==> src/rtl/muldiv_ctrl.sv <==
// rtl/muldiv_ctrl.sv - iterative signed MULT/DIV sequencer owning the HI/LO pair
// One shared (WIDTH+1)-bit adder does shift-add for MULT and restoring subtract for DIV.
module muldiv_ctrl #(
    parameter int WIDTH = 32
) (
    input  logic             clk,
    input  logic             reset,
    input  logic             start,
    input  logic             op,
    input  logic [WIDTH-1:0] a,
    input  logic [WIDTH-1:0] b,
    output logic             busy,
    output logic             done,
    output logic             div_zero,
    output logic [WIDTH-1:0] hi_out,
    output logic [WIDTH-1:0] lo_out
);
    localparam int CW = (WIDTH > 1) ? $clog2(WIDTH) : 1;

    typedef enum logic [1:0] {S_IDLE, S_MUL, S_DIV, S_FINISH} state_t;
    state_t state, state_nxt;

    // opnd: |a| for MULT, |b| for DIV. acc: upper product half / remainder.
    // lo_r: multiplier shifting out / quotient shifting in.
    logic [WIDTH-1:0] opnd, acc, lo_r, hi_q, lo_q;
    logic [CW-1:0]    counter;
    logic             sign_a, sign_b, op_r, dz_r, done_q, dz_q;
    logic             last_iter;
    logic [WIDTH-1:0] abs_a, abs_b;
    logic [WIDTH:0]   add_x, add_y, add_sum;
    logic             add_cin;
    logic [2*WIDTH-1:0] prod, prod_neg;

    assign abs_a     = a[WIDTH-1] ? (WIDTH'(0) - a) : a;
    assign abs_b     = b[WIDTH-1] ? (WIDTH'(0) - b) : b;
    assign last_iter = (counter == CW'(WIDTH - 1));
    assign prod      = {acc, lo_r};
    assign prod_neg  = (2*WIDTH)'(0) - prod;

    always_comb begin
        add_x   = {1'b0, acc};
        add_y   = '0;
        add_cin = 1'b0;
        if (state == S_DIV) begin
            // trial = ({rem,quot} << 1).rem - |b|, as add of the complement
            add_x   = {acc, lo_r[WIDTH-1]};
            add_y   = ~{1'b0, opnd};
            add_cin = 1'b1;
        end else if (lo_r[0]) begin
            add_y = {1'b0, opnd};
        end
        add_sum = add_x + add_y + {{WIDTH{1'b0}}, add_cin};
    end

    always_ff @(posedge clk) begin
        if (reset) state <= S_IDLE;
        else       state <= state_nxt;
    end

    always_comb begin
        state_nxt = state;
        case (state)
            S_IDLE: begin
                if (start) begin
                    if (op && (b == '0)) state_nxt = S_FINISH;
                    else if (op)         state_nxt = S_DIV;
                    else                 state_nxt = S_MUL;
                end
            end
            S_MUL:    if (last_iter) state_nxt = S_FINISH;
            S_DIV:    if (last_iter) state_nxt = S_FINISH;
            S_FINISH: state_nxt = S_IDLE;
            default:  state_nxt = S_IDLE;
        endcase
    end

    always_ff @(posedge clk) begin
        if (reset) begin
            opnd    <= '0;
            acc     <= '0;
            lo_r    <= '0;
            hi_q    <= '0;
            lo_q    <= '0;
            counter <= '0;
            sign_a  <= 1'b0;
            sign_b  <= 1'b0;
            op_r    <= 1'b0;
            dz_r    <= 1'b0;
            done_q  <= 1'b0;
            dz_q    <= 1'b0;
        end else begin
            done_q <= 1'b0;
            dz_q   <= 1'b0;
            case (state)
                S_IDLE: begin
                    if (start) begin
                        sign_a  <= a[WIDTH-1];
                        sign_b  <= b[WIDTH-1];
                        op_r    <= op;
                        dz_r    <= op && (b == '0);
                        counter <= '0;
                        acc     <= '0;
                        opnd    <= op ? abs_b : abs_a;
                        lo_r    <= op ? abs_a : abs_b;
                    end
                end
                S_MUL: begin
                    acc     <= add_sum[WIDTH:1];
                    lo_r    <= {add_sum[0], lo_r[WIDTH-1:1]};
                    counter <= counter + CW'(1);
                end
                S_DIV: begin
                    if (!add_sum[WIDTH]) acc <= add_sum[WIDTH-1:0];
                    else                 acc <= {acc[WIDTH-2:0], lo_r[WIDTH-1]};
                    lo_r    <= {lo_r[WIDTH-2:0], ~add_sum[WIDTH]};
                    counter <= counter + CW'(1);
                end
                S_FINISH: begin
                    done_q <= 1'b1;
                    dz_q   <= dz_r;
                    if (!dz_r) begin
                        if (!op_r) begin
                            {hi_q, lo_q} <= (sign_a ^ sign_b) ? prod_neg : prod;
                        end else begin
                            // truncating division: remainder takes the dividend's sign
                            lo_q <= (sign_a ^ sign_b) ? (WIDTH'(0) - lo_r) : lo_r;
                            hi_q <= sign_a ? (WIDTH'(0) - acc) : acc;
                        end
                    end
                end
                default: ;
            endcase
        end
    end

    assign busy     = (state != S_IDLE);
    assign done     = done_q;
    assign div_zero = dz_q;
    assign hi_out   = hi_q;
    assign lo_out   = lo_q;
endmodule
==> config.mk <==
export PLATFORM = sky130hd
export DESIGN_NAME = muldiv_ctrl
export DESIGN_NICKNAME = d
export VERILOG_FILES = /design/src/rtl/muldiv_ctrl.sv
export SDC_FILE = /design/constraint.sdc
export NUM_CORES = 1
export LEC_CHECK = 0
export BUFFER_PORTS_ARGS = -buffer_cell sky130_fd_sc_hd__buf_4
export CORE_MARGIN = 5
export CORE_UTILIZATION = 50
export CTS_CLUSTER_DIAMETER = 150
export DETAILED_ROUTE_END_ITERATION = 8
export GPL_TIMING_DRIVEN = 0
export PLACE_DENSITY = 0.67
export SLEW_MARGIN = 0
export SYNTH_ARGS = -nofsm -noshare
export SYNTH_HDL_FRONTEND = slang
export SYNTH_SLANG_ARGS = --single-unit
==> constraint.sdc <==
create_clock -name clk -period 6.1 [get_ports clk]
set_input_delay 0 -clock clk [delete_from_list [all_inputs] [get_ports clk]]
set_output_delay 0 -clock clk [all_outputs]
set_load 0.01 [all_outputs]
# After elaboration in Yosys (flattened, before gate mapping)
# Index checks and enable logic that the tools add are counted.
[classes]
add_sub_neg = 8
eq_ne = 6
muxes = 26
n_bitwise = 5
reduce_logical = 13
[op_table]
columns = ["operator", "n"]
rows = [
  ["$mux 32", 12],
  ["$pmux 32 s3", 2],
  ["$sub 1x32->32 const A", 4],
  ["$mux 33", 2],
  ["$mux 64", 1],
  ["$sub 1x64->64 const A", 1],
  ["$add 33x1->33", 1],
  ["$add 33x33->33", 1],
  ["$not 32->33", 1],
  ["$logic_not 32->1", 1],
  ["$pmux 5 s2", 1],
  ["$reduce_and 2->1", 5],
  ["$mux 2", 4],
  ["$pmux 2 s3", 1],
  ["$add 5x1->5 const B", 1],
  ["$eq 5x5->1 const B", 1],
  ["$mux 5", 1],
  ["$eq 2x2->1 const B", 2],
  ["$reduce_bool 2->1", 2],
  ["$reduce_or 2->1", 2],
  ["$not 1->1", 3],
  ["$reduce_bool 3->1", 1],
  ["$eq 2x1->1 const B", 1],
  ["$logic_not 2->1", 1],
  ["5 further kinds", 6],
]
[word_totals]
register_bits = 173
in_bits = 68
elab_cells = 71

# Depth between registers and ports, before layout
# Gate-level depths: netlist (run 1).
[depth]
ltp_word = 6
ltp_mapped = 19
mapped_depth_nobuf = 16

# Worst setup path before layout (run 1)
# OpenSTA, ideal clock, no wires.
[synth_timing]
path_kind = "register to register"
from = "reg state[0]"
to = "reg acc[21]"
setup_time_ns = 0.129
arrival_ns = 4.549
path_slack_ns = 1.422
stages_incl_launch_ff = 18
path_buffers = 6
synth_period_minus_slack_ns = 4.678
cell_sequence = "dfxtp_1 inv_1 ha_1 clkbuf_1 buf_1 buf_1 mux2_2 ha_1 clkbuf_1 nand4_1 or4_1 a31o_2 a21o_1 a211oi_1 buf_2 buf_4 mux2i_1 o21ai_0"
[synth_between]
elab_chain_cells = 6
word_cells_on_any_way = 13
[synth_lines]
columns = ["item", "line", "text"]
rows = [
  ["from (decl)", "21", "state_t state, state_nxt;"],
  ["from (signal assigned)", "57", "else state <= state_nxt;"],
  ["$eq 2x2->1", "44, 94", ""],
  ["$mux 33", "44", "if (state == S_DIV) begin"],
  ["$add 33x33->33", "52", "add_sum = add_x + add_y + {{WIDTH{1'b0}}, add_cin};"],
  ["$add 33x1->33", "52", ""],
  ["$mux 32", "113", "if (!add_sum[WIDTH]) acc <= add_sum[WIDTH-1:0];"],
  ["$pmux 32 s3", "94", "case (state)"],
  ["to (signal assigned)", "108", "acc <= add_sum[WIDTH:1];"],
  ["to (signal assigned)", "113", ""],
  ["to (signal assigned)", "114", "else acc <= {acc[WIDTH-2:0], lo_r[WIDTH-1]};"],
  ["to (decl)", "25", "logic [WIDTH-1:0] opnd, acc, lo_r, hi_q, lo_q;"],
]
# Parallel ways exist; a longest one is shown, timed or not.
# A chain may end at the register's enable or synchronous reset.

# Worst setup path in the final report (run 1)
[layout_timing]
from = "reg state[0]"
to = "reg acc[19]"
# The elaborated chain is that of the path after synthesis.

==> impl_metrics.csv, run 1 <==
group,metric,value,unit
run_status,outcome,"finished clean",
die,placeableCoreArea,26100,um2
synth,syn_nets,1899,
detailed_routing,postRouteAntennaNets,0,
synth,synth_seq_cells,173,
sta,report.final.hold_viol_count,0,
critical_path,crit_required,6.42,ns
cts,skew_pair_late_insertion_delay,0.46,ns
sta,fin_worst_skew,0.0141,ns
sta,timing.final.ws_setup,0.457,ns
placed_design,io_buffers,130,
critical_path,worstReg2RegStart,"state[0]",
sta,report.final.setup_viol,0,
sta,max_slew.worst_pin.slew,1.02,ns
synth,synth_seq_area_share,26.1,%
synth,async_reset_ff_share,0,%
grt,initial_antenna_violation_count,1,
critical_path,setup_slack_on_the_worst_flop_to_flop_path,0.46,ns
synth,syn_inst,1787,
power,switching_power,2.89,mW
sta,fmaxAchievable,177,MHz
critical_path,worstSetupEndpoint,"acc[19]",
power,p_leak,6.00,nW
sta,setup_repair_after_global_routing_missed_its_margin,"false",
layout,seq_area,3460,um2
die,std_cell_rows,59,
synth,syn-mean-instance-area,7.43,um2
sta,slew_viols_final,0,
critical_path,rr_endpoint,"acc[19]",
power,power.clock.fraction,19.8,%
synth,count_of_flip_flops_with_a_built_in_enable_after_synthesis,0,
grt,grt_start_max_net_pins,22,
power,worst_ir_drop_vdd,0.184,mV
detailed_routing,detailroute.via_count,14400,
critical_path,timing.reg2reg.worst_path_depth,19,
critical_path,worstPathMaxFanout,10,
synth,yosysWarnings,0,
cts,worst_setup_hold_path_clk_slew,0.09,ns
layout,postLayoutCoreUtil,58.7,%
detailed_routing,vias_per_cell,6.30,
die,die-area,29900,um2
synth,post_synthesis_instance_area,13300,um2
layout,multi_input_comb_area,9090,um2
layout,synthToLayoutAreaGrowth,15.6,%
sta,totalNegativeSetupSlack,0,ns
power,internal-power,3.01,mW
die,initial_core_utilization,50.8,%
critical_path,timing_worst_setup_path_type,"register to register",
layout,num-fill-cells,2558,
cts,root_cell_of_the_clock_tree,"sky130_fd_sc_hd__clkbuf_16",
cts,ctsLongestPathBuffers,2,
synth,cell_variety_after_synth,80,
power,power_switching_share,49.0,%
power,p_comb_share,53.6,%
cts,h-tree-depth,4,
detailed_routing,drt_first_pass_iters,6,
critical_path,worst-endpoint-arrival,5.96,ns
placed_design,gp_congestion,0.977,
synth,ys.flop_type,"sky130_fd_sc_hd__dfxtp_1",
die,floorplan.io_pins,135,
critical_path,timing.critical_path.from,"state[0]",
cts,clock-sinks,173,
sta,portion_of_the_clock_cycle_consumed_by_the_worst_path_in_the_final_layout,92.5,%
flow_run,drv.max_cap_violation_count,0,
placed_design,dp_hpwl,39100,um
placed_design,place_worst_setup_slack,0.137,ns
die,dieHeight,173,um
sta,max_slew_margin,31.0,%
critical_path,worstSetupStartpointType,"register",
grt,grt_pass1_wl,76900,um
detailed_routing,detail_route.wirelength,49600,um
layout,antenna_cells,0,
detailed_routing,detailedRoute.firstIterationViolations,1611,
hold_path,hold_path_class,"input port to register",
grt,first_global_vias,13400,
critical_path,worst_setup_path_end_kind,"register",
power,power-per-cell-area,384,nW/um2
cts,tritoncts_buffer_count,17,
detailed_routing,drt-wirelength-per-cell,21.7,um
detailed_routing,drc,0,
layout,fin_nets,2053,
power,sequentialPowerShare,26.7,%
grt,grt.overflow.total,0,
cts,clock_tree_from_tritoncts,"yes",
sta,period_minus_slack,5.64,ns
die,floorplan.die.width,173,um
grt,track_usage,31.9,%
layout,post_route_cells_drive_above_1_share,11.9,%
## cell families (layout without fill, tap and decap cells)
family                     Yosys count  in the layout  synth area share [%]
AOI/OAI and AO/OA                  596            596                  29.3
xor gates and xnor gates           138            138                  9.11
adders and majority gates           44             44                  4.26
buffers and inverters              184            351                  5.38
DFF                                173            173                  26.1
muxes                               73             73                  5.78
and+or+nand+nor                    579            579                  20.1
## how the worst min path moves through the flow
stage / start / end / slack, ns / cells past startpoint
5_1_grt: reset / done / 0.06 / 2
2_1_floorplan: b[30] / dz_r / 0.22 / 3
4_1_cts: b[22] / opnd[22] / 0.02 / 5
6_report: b[22] / opnd[22] / 0.02 / 5
3_5_place_dp: b[0] / opnd[0] / 0.40 / 3
3_3_place_gp: b[0] / opnd[0] / 0.39 / 3
## cells in the mapped netlist, drive strengths merged, types with 15 or more instances
cell / count / share of area (%)
a21oi: 143 / 5.4
nand2: 185 / 5.2
nand3: 19 / 0.72
xor2: 69 / 4.6
nor4: 20 / 0.94
a21o: 18 / 1.0
a22oi: 37 / 2.1
xnor2: 69 / 4.6
nor3: 43 / 1.7
o211ai: 15 / 0.85
a211oi: 88 / 5.0
or3: 21 / 1.0
nor2: 197 / 5.6
o21ai: 145 / 5.5
ha: 42 / 4.0
dfxtp: 173 / 26
mux2: 29 / 2.5
buf: 25 / 0.88
inv: 27 / 0.76
a31oi: 18 / 0.85
o31ai: 23 / 1.4
nand2b: 15 / 0.71
clkbuf: 131 / 3.7
or4: 18 / 1.0
mux2i: 44 / 3.3
## worst max-delay path, stage by stage (launching register included)
cell                       delay [ns]
sky130_fd_sc_hd__dfxtp_1         0.36
sky130_fd_sc_hd__inv_1           0.12
sky130_fd_sc_hd__ha_1            0.24
sky130_fd_sc_hd__clkbuf_1        0.38
sky130_fd_sc_hd__buf_1           0.47
sky130_fd_sc_hd__clkbuf_1        0.44
sky130_fd_sc_hd__mux2i_1         0.17
sky130_fd_sc_hd__fa_1            0.45
sky130_fd_sc_hd__inv_1           0.09
sky130_fd_sc_hd__fa_1            0.24
sky130_fd_sc_hd__a211oi_1        0.14
sky130_fd_sc_hd__nor3_1          0.40
sky130_fd_sc_hd__o21ai_1         0.21
sky130_fd_sc_hd__a31o_2          0.27
sky130_fd_sc_hd__a21o_1          0.18
sky130_fd_sc_hd__a211oi_1        0.39
sky130_fd_sc_hd__buf_2           0.36
sky130_fd_sc_hd__buf_4           0.29
sky130_fd_sc_hd__mux2i_1         0.20
sky130_fd_sc_hd__o21ai_0         0.09
## sequential cells by signal, summed over array words and instances, names as in the netlist
signal and count:
acc 32, counter 5, div_zero 1, done 1, dz_r 1, hi_out 32, lo_out 32, lo_r 32
op_r 1, opnd 32, sign_a 1, sign_b 1, state 2
## final cells by class
class / count / area share (%)
plain buffers: 156 / 4.00
clock buffers: 17 / 2.77
clock inverters: 15 / 1.31
inverters: 28 / 0.685
multi-input cells: 1430 / 59.3
flip-flops and latches: 173 / 22.6
well taps: 335 / 2.73
repair buffers: 135 / 6.68
## placed cells by master (no fill, tap or decap), types with 9 or more instances in the layout
master / count
sky130_fd_sc_hd__mux2i_1: 44
sky130_fd_sc_hd__nor4_1: 20
sky130_fd_sc_hd__buf_1: 12
sky130_fd_sc_hd__nor3_1: 42
sky130_fd_sc_hd__clkbuf_16: 17
sky130_fd_sc_hd__or4_1: 17
sky130_fd_sc_hd__nand3_1: 19
sky130_fd_sc_hd__o211ai_1: 15
sky130_fd_sc_hd__nand4_1: 14
sky130_fd_sc_hd__ha_1: 42
sky130_fd_sc_hd__o22ai_1: 9
sky130_fd_sc_hd__a22oi_1: 37
sky130_fd_sc_hd__a221o_1: 10
sky130_fd_sc_hd__nand2b_1: 15
sky130_fd_sc_hd__o31ai_1: 21
sky130_fd_sc_hd__a21oi_1: 142
sky130_fd_sc_hd__dfxtp_1: 173
sky130_fd_sc_hd__mux2_2: 29
sky130_fd_sc_hd__o21ai_0: 142
sky130_fd_sc_hd__o21a_1: 11
sky130_fd_sc_hd__nand2_1: 185
sky130_fd_sc_hd__o41ai_1: 13
sky130_fd_sc_hd__or2_2: 9
sky130_fd_sc_hd__nor2_1: 197
sky130_fd_sc_hd__inv_1: 27
sky130_fd_sc_hd__a31oi_1: 18
sky130_fd_sc_hd__a21o_1: 18
sky130_fd_sc_hd__xnor2_1: 69
sky130_fd_sc_hd__a221oi_1: 9
sky130_fd_sc_hd__clkbuf_1: 130
sky130_fd_sc_hd__a311oi_1: 10
sky130_fd_sc_hd__buf_4: 132
sky130_fd_sc_hd__xor2_1: 69
sky130_fd_sc_hd__a211oi_1: 88
sky130_fd_sc_hd__or3_1: 20
## power groups by stage
stage / Clock (mW) / Sequential (mW) / Combinational [mW]
finish: 1.16 / 1.57 / 3.16
detailed placement: 0 / 1.59 / 3.07
floorplan: 0 / 1.53 / 2.15
CTS: 1.17 / 1.56 / 3.09
global placement: 0 / 1.58 / 3.05
global route: 1.22 / 1.60 / 3.42
## per-stage QoR
stage	hold WS (ns)	instances	cell area, um2	power (mW)
final	0.0242	2289	15300	5.89
after global routing	0.0585	2289	15300	6.24
after CTS	0.0191	2289	15300	5.83
after detailed placement	0.400	2252	14700	4.66
after global placement	0.394	2252	14700	4.63
after floorplan	0.218	1787	13300	3.68
## per-layer routing
| metal | vias to the layer above | part of all wire, % | GRT usage (%) |
|---|---|---|---|
| met5 | - | 0 | 0 |
| met4 | 0 | 2.6 | 8.08 |
| met3 | 96 | 9.3 | 5.52 |
| met2 | 732 | 44 | 50.9 |
| met1 | 6754 | 44 | 44.9 |
| li1 | 6844 | - | - |
## what timing repair did
item | 4_1_cts | 5_1_grt
gates resized for setup | 0 | 5
hold buffers | 5 | 0
endpoints found under the hold margin | 4 | 0
setup buffers | 0 | 0
endpoints found under the setup margin | 0 | 33
No activity file was read; power rests on OpenSTA's default activity.
==> run 2: changes to the inputs <==
Settings changed: CELL_PAD_IN_SITES_DETAIL_PLACEMENT set to 1, CELL_PAD_IN_SITES_GLOBAL_PLACEMENT set to 1, CORE_UTILIZATION 50 to 45, HOLD_SLACK_MARGIN set to 0.05, PLACE_DENSITY 0.67 to 0.8.
==> impl_metrics.csv, run 2 (same netlist as run 1, synthesis figures left out) <==
group,metric,value,unit
sta,report.final.hold_viol_count,0,
detailed_routing,drc,0,
layout,fin_nets,2060,
placed_design,place_worst_setup_slack,-0.162,ns
die,die-area,33000,um2
die,floorplan.io_pins,135,
power,power-per-cell-area,388,nW/um2
sta,timing.final.ws_setup,0.277,ns
cts,root_cell_of_the_clock_tree,"sky130_fd_sc_hd__clkbuf_16",
placed_design,dp_hpwl,44000,um
sta,report.final.setup_viol,0,
sta,totalNegativeSetupSlack,0,ns
grt,grt_start_max_net_pins,18,
cts,clock-sinks,173,
sta,fmaxAchievable,172,MHz
grt,first_global_vias,14800,
sta,max_slew_margin,24.3,%
detailed_routing,postRouteAntennaNets,0,
sta,slew_viols_final,0,
layout,antenna_cells,0,
detailed_routing,drt_first_pass_iters,5,
critical_path,worstReg2RegStart,"state[0]",
critical_path,crit_required,6.43,ns
detailed_routing,detailedRoute.firstIterationViolations,1311,
detailed_routing,drt-wirelength-per-cell,23.6,um
sta,fin_worst_skew,0.0127,ns
cts,worst_setup_hold_path_clk_slew,0.08,ns
run_status,outcome,"finished clean",
die,placeableCoreArea,28900,um2
flow_run,drv.max_cap_violation_count,0,
critical_path,timing_worst_setup_path_type,"register to register",
die,dieHeight,182,um
sta,setup_repair_after_global_routing_missed_its_margin,"false",
cts,h-tree-depth,4,
hold_path,timing.hold.worst.start,"a[28]",
power,worst_ir_drop_vdd,0.273,mV
sta,max_slew.worst_pin.slew,1.12,ns
grt,grt.overflow.total,0,
critical_path,timing.critical_path.from,"state[0]",
cts,clock_tree_from_tritoncts,"yes",
placed_design,gp_congestion,0.963,
layout,post_route_cells_drive_above_1_share,11.9,%
layout,most_frequent_standard_cell_in_the_layout_excluding_fill_and_tap_cells,"sky130_fd_sc_hd__nor2_1",
layout,most-common-layout-cells,"sky130_fd_sc_hd__nor2_1, sky130_fd_sc_hd__nand2_1, sky130_fd_sc_hd__dfxtp_1",
cts,tritoncts_buffer_count,17,
sta,portion_of_the_clock_cycle_consumed_by_the_worst_path_in_the_final_layout,95.5,%
grt,grt_pass1_wl,85700,um
critical_path,worstSetupStartpointType,"register",
critical_path,worst-endpoint-arrival,6.16,ns
power,p_leak,6.03,nW
hold_path,hold_path_class,"input port to register",
grt,track_usage,32.6,%
placed_design,io_buffers,130,
detailed_routing,detail_route.wirelength,55400,um
sta,period_minus_slack,5.82,ns
critical_path,worst_setup_path_end_kind,"register",
die,std_cell_rows,62,
detailed_routing,detailroute.via_count,14800,
cts,skew_pair_late_insertion_delay,0.47,ns
grt,initial_antenna_violation_count,0,
hold_path,timing.hold.worst_path_depth,5,
die,floorplan.die.width,182,um
layout,synthToLayoutAreaGrowth,16.5,%
detailed_routing,vias_per_cell,6.29,
cts,ctsLongestPathBuffers,2,
die,initial_core_utilization,45.9,%
critical_path,worstPathMaxFanout,10,
critical_path,timing.reg2reg.worst_path_depth,19,
run 2: cell count changes in the layout (fill, tap and decap cells not counted), sizes merged:
cell         change
clkinv           -6
bufinv           +1
clkinvlp         +2
buf              +3
dlygate4sd3      +7
inv              +1
clkbuf           -1
run 2: repair_timing:
action / in CTS / in global routing
setup endpoints to repair: 29 / 23
gates resized for setup: 4 / 2
hold buffers: 12 / 0
hold endpoints to repair: 12 / 0
buffers inserted: 0 / 0
run 2: worst max-delay path, cell delays in order (launching register included):
cell	delay (ns)
sky130_fd_sc_hd__dfxtp_1	0.34
sky130_fd_sc_hd__inv_1	0.12
sky130_fd_sc_hd__ha_1	0.28
sky130_fd_sc_hd__clkbuf_1	0.41
sky130_fd_sc_hd__buf_2	0.37
sky130_fd_sc_hd__buf_2	0.34
sky130_fd_sc_hd__mux2i_1	0.31
sky130_fd_sc_hd__fa_1	0.29
sky130_fd_sc_hd__inv_1	0.07
sky130_fd_sc_hd__fa_1	0.43
sky130_fd_sc_hd__a211oi_2	0.37
sky130_fd_sc_hd__nor3_1	0.16
sky130_fd_sc_hd__o21ai_0	0.40
sky130_fd_sc_hd__a31o_2	0.27
sky130_fd_sc_hd__a211oi_1	0.09
sky130_fd_sc_hd__a211oi_1	0.45
sky130_fd_sc_hd__buf_2	0.37
sky130_fd_sc_hd__buf_4	0.28
sky130_fd_sc_hd__mux2i_1	0.23
sky130_fd_sc_hd__o21ai_0	0.10
run 2: stage by stage:
step	hold slack (ns)	util (%)	area [um2]	power (mW)	std cells
3_3_place_gp	0.398	50.9	14700	4.67	2301
2_1_floorplan	0.218	-	13300	3.68	1787
6_report	0.0682	53.4	15500	6.00	2345
3_5_place_dp	0.400	50.9	14700	4.77	2301
4_1_cts	0.0506	53.4	15400	5.94	2345
5_1_grt	0.0904	53.4	15500	6.34	2345
run 2: layout make-up:
cell class | instances | area, um2
plain buffers | 156 | 616
clock buffers | 19 | 453
clock inverters | 13 | 143
fillers | 3701 | 13500
inverters | 28 | 105
multi-input cells | 1430 | 9100
flip-flops and latches | 173 | 3460
well taps | 384 | 480
repair buffers | 142 | 1100
run 2: path summary, 6_finish.rpt:
kind                                   end  slack [ns]
worst max-delay path               acc[13]        0.28
worst min-delay path              opnd[28]        0.07
worst max register to register     acc[13]        0.28
worst min register to register  hi_out[18]        0.46
run 2: routing by layer:
metal	global-route usage, %	vias up	share of wire [%]
met4	10.5	0	2.8
met2	53.3	566	46
li1	-	6869	-
met1	44.3	7236	44
met5	0	-	0
met3	4.78	84	7.2
run 2: power by group:
part           internal, mW  switching, mW  total, mW
Sequential             1.34          0.237       1.58
Clock                 0.603          0.555       1.16
Combinational          1.11           2.15       3.26
Total                  3.05           2.95       6.00
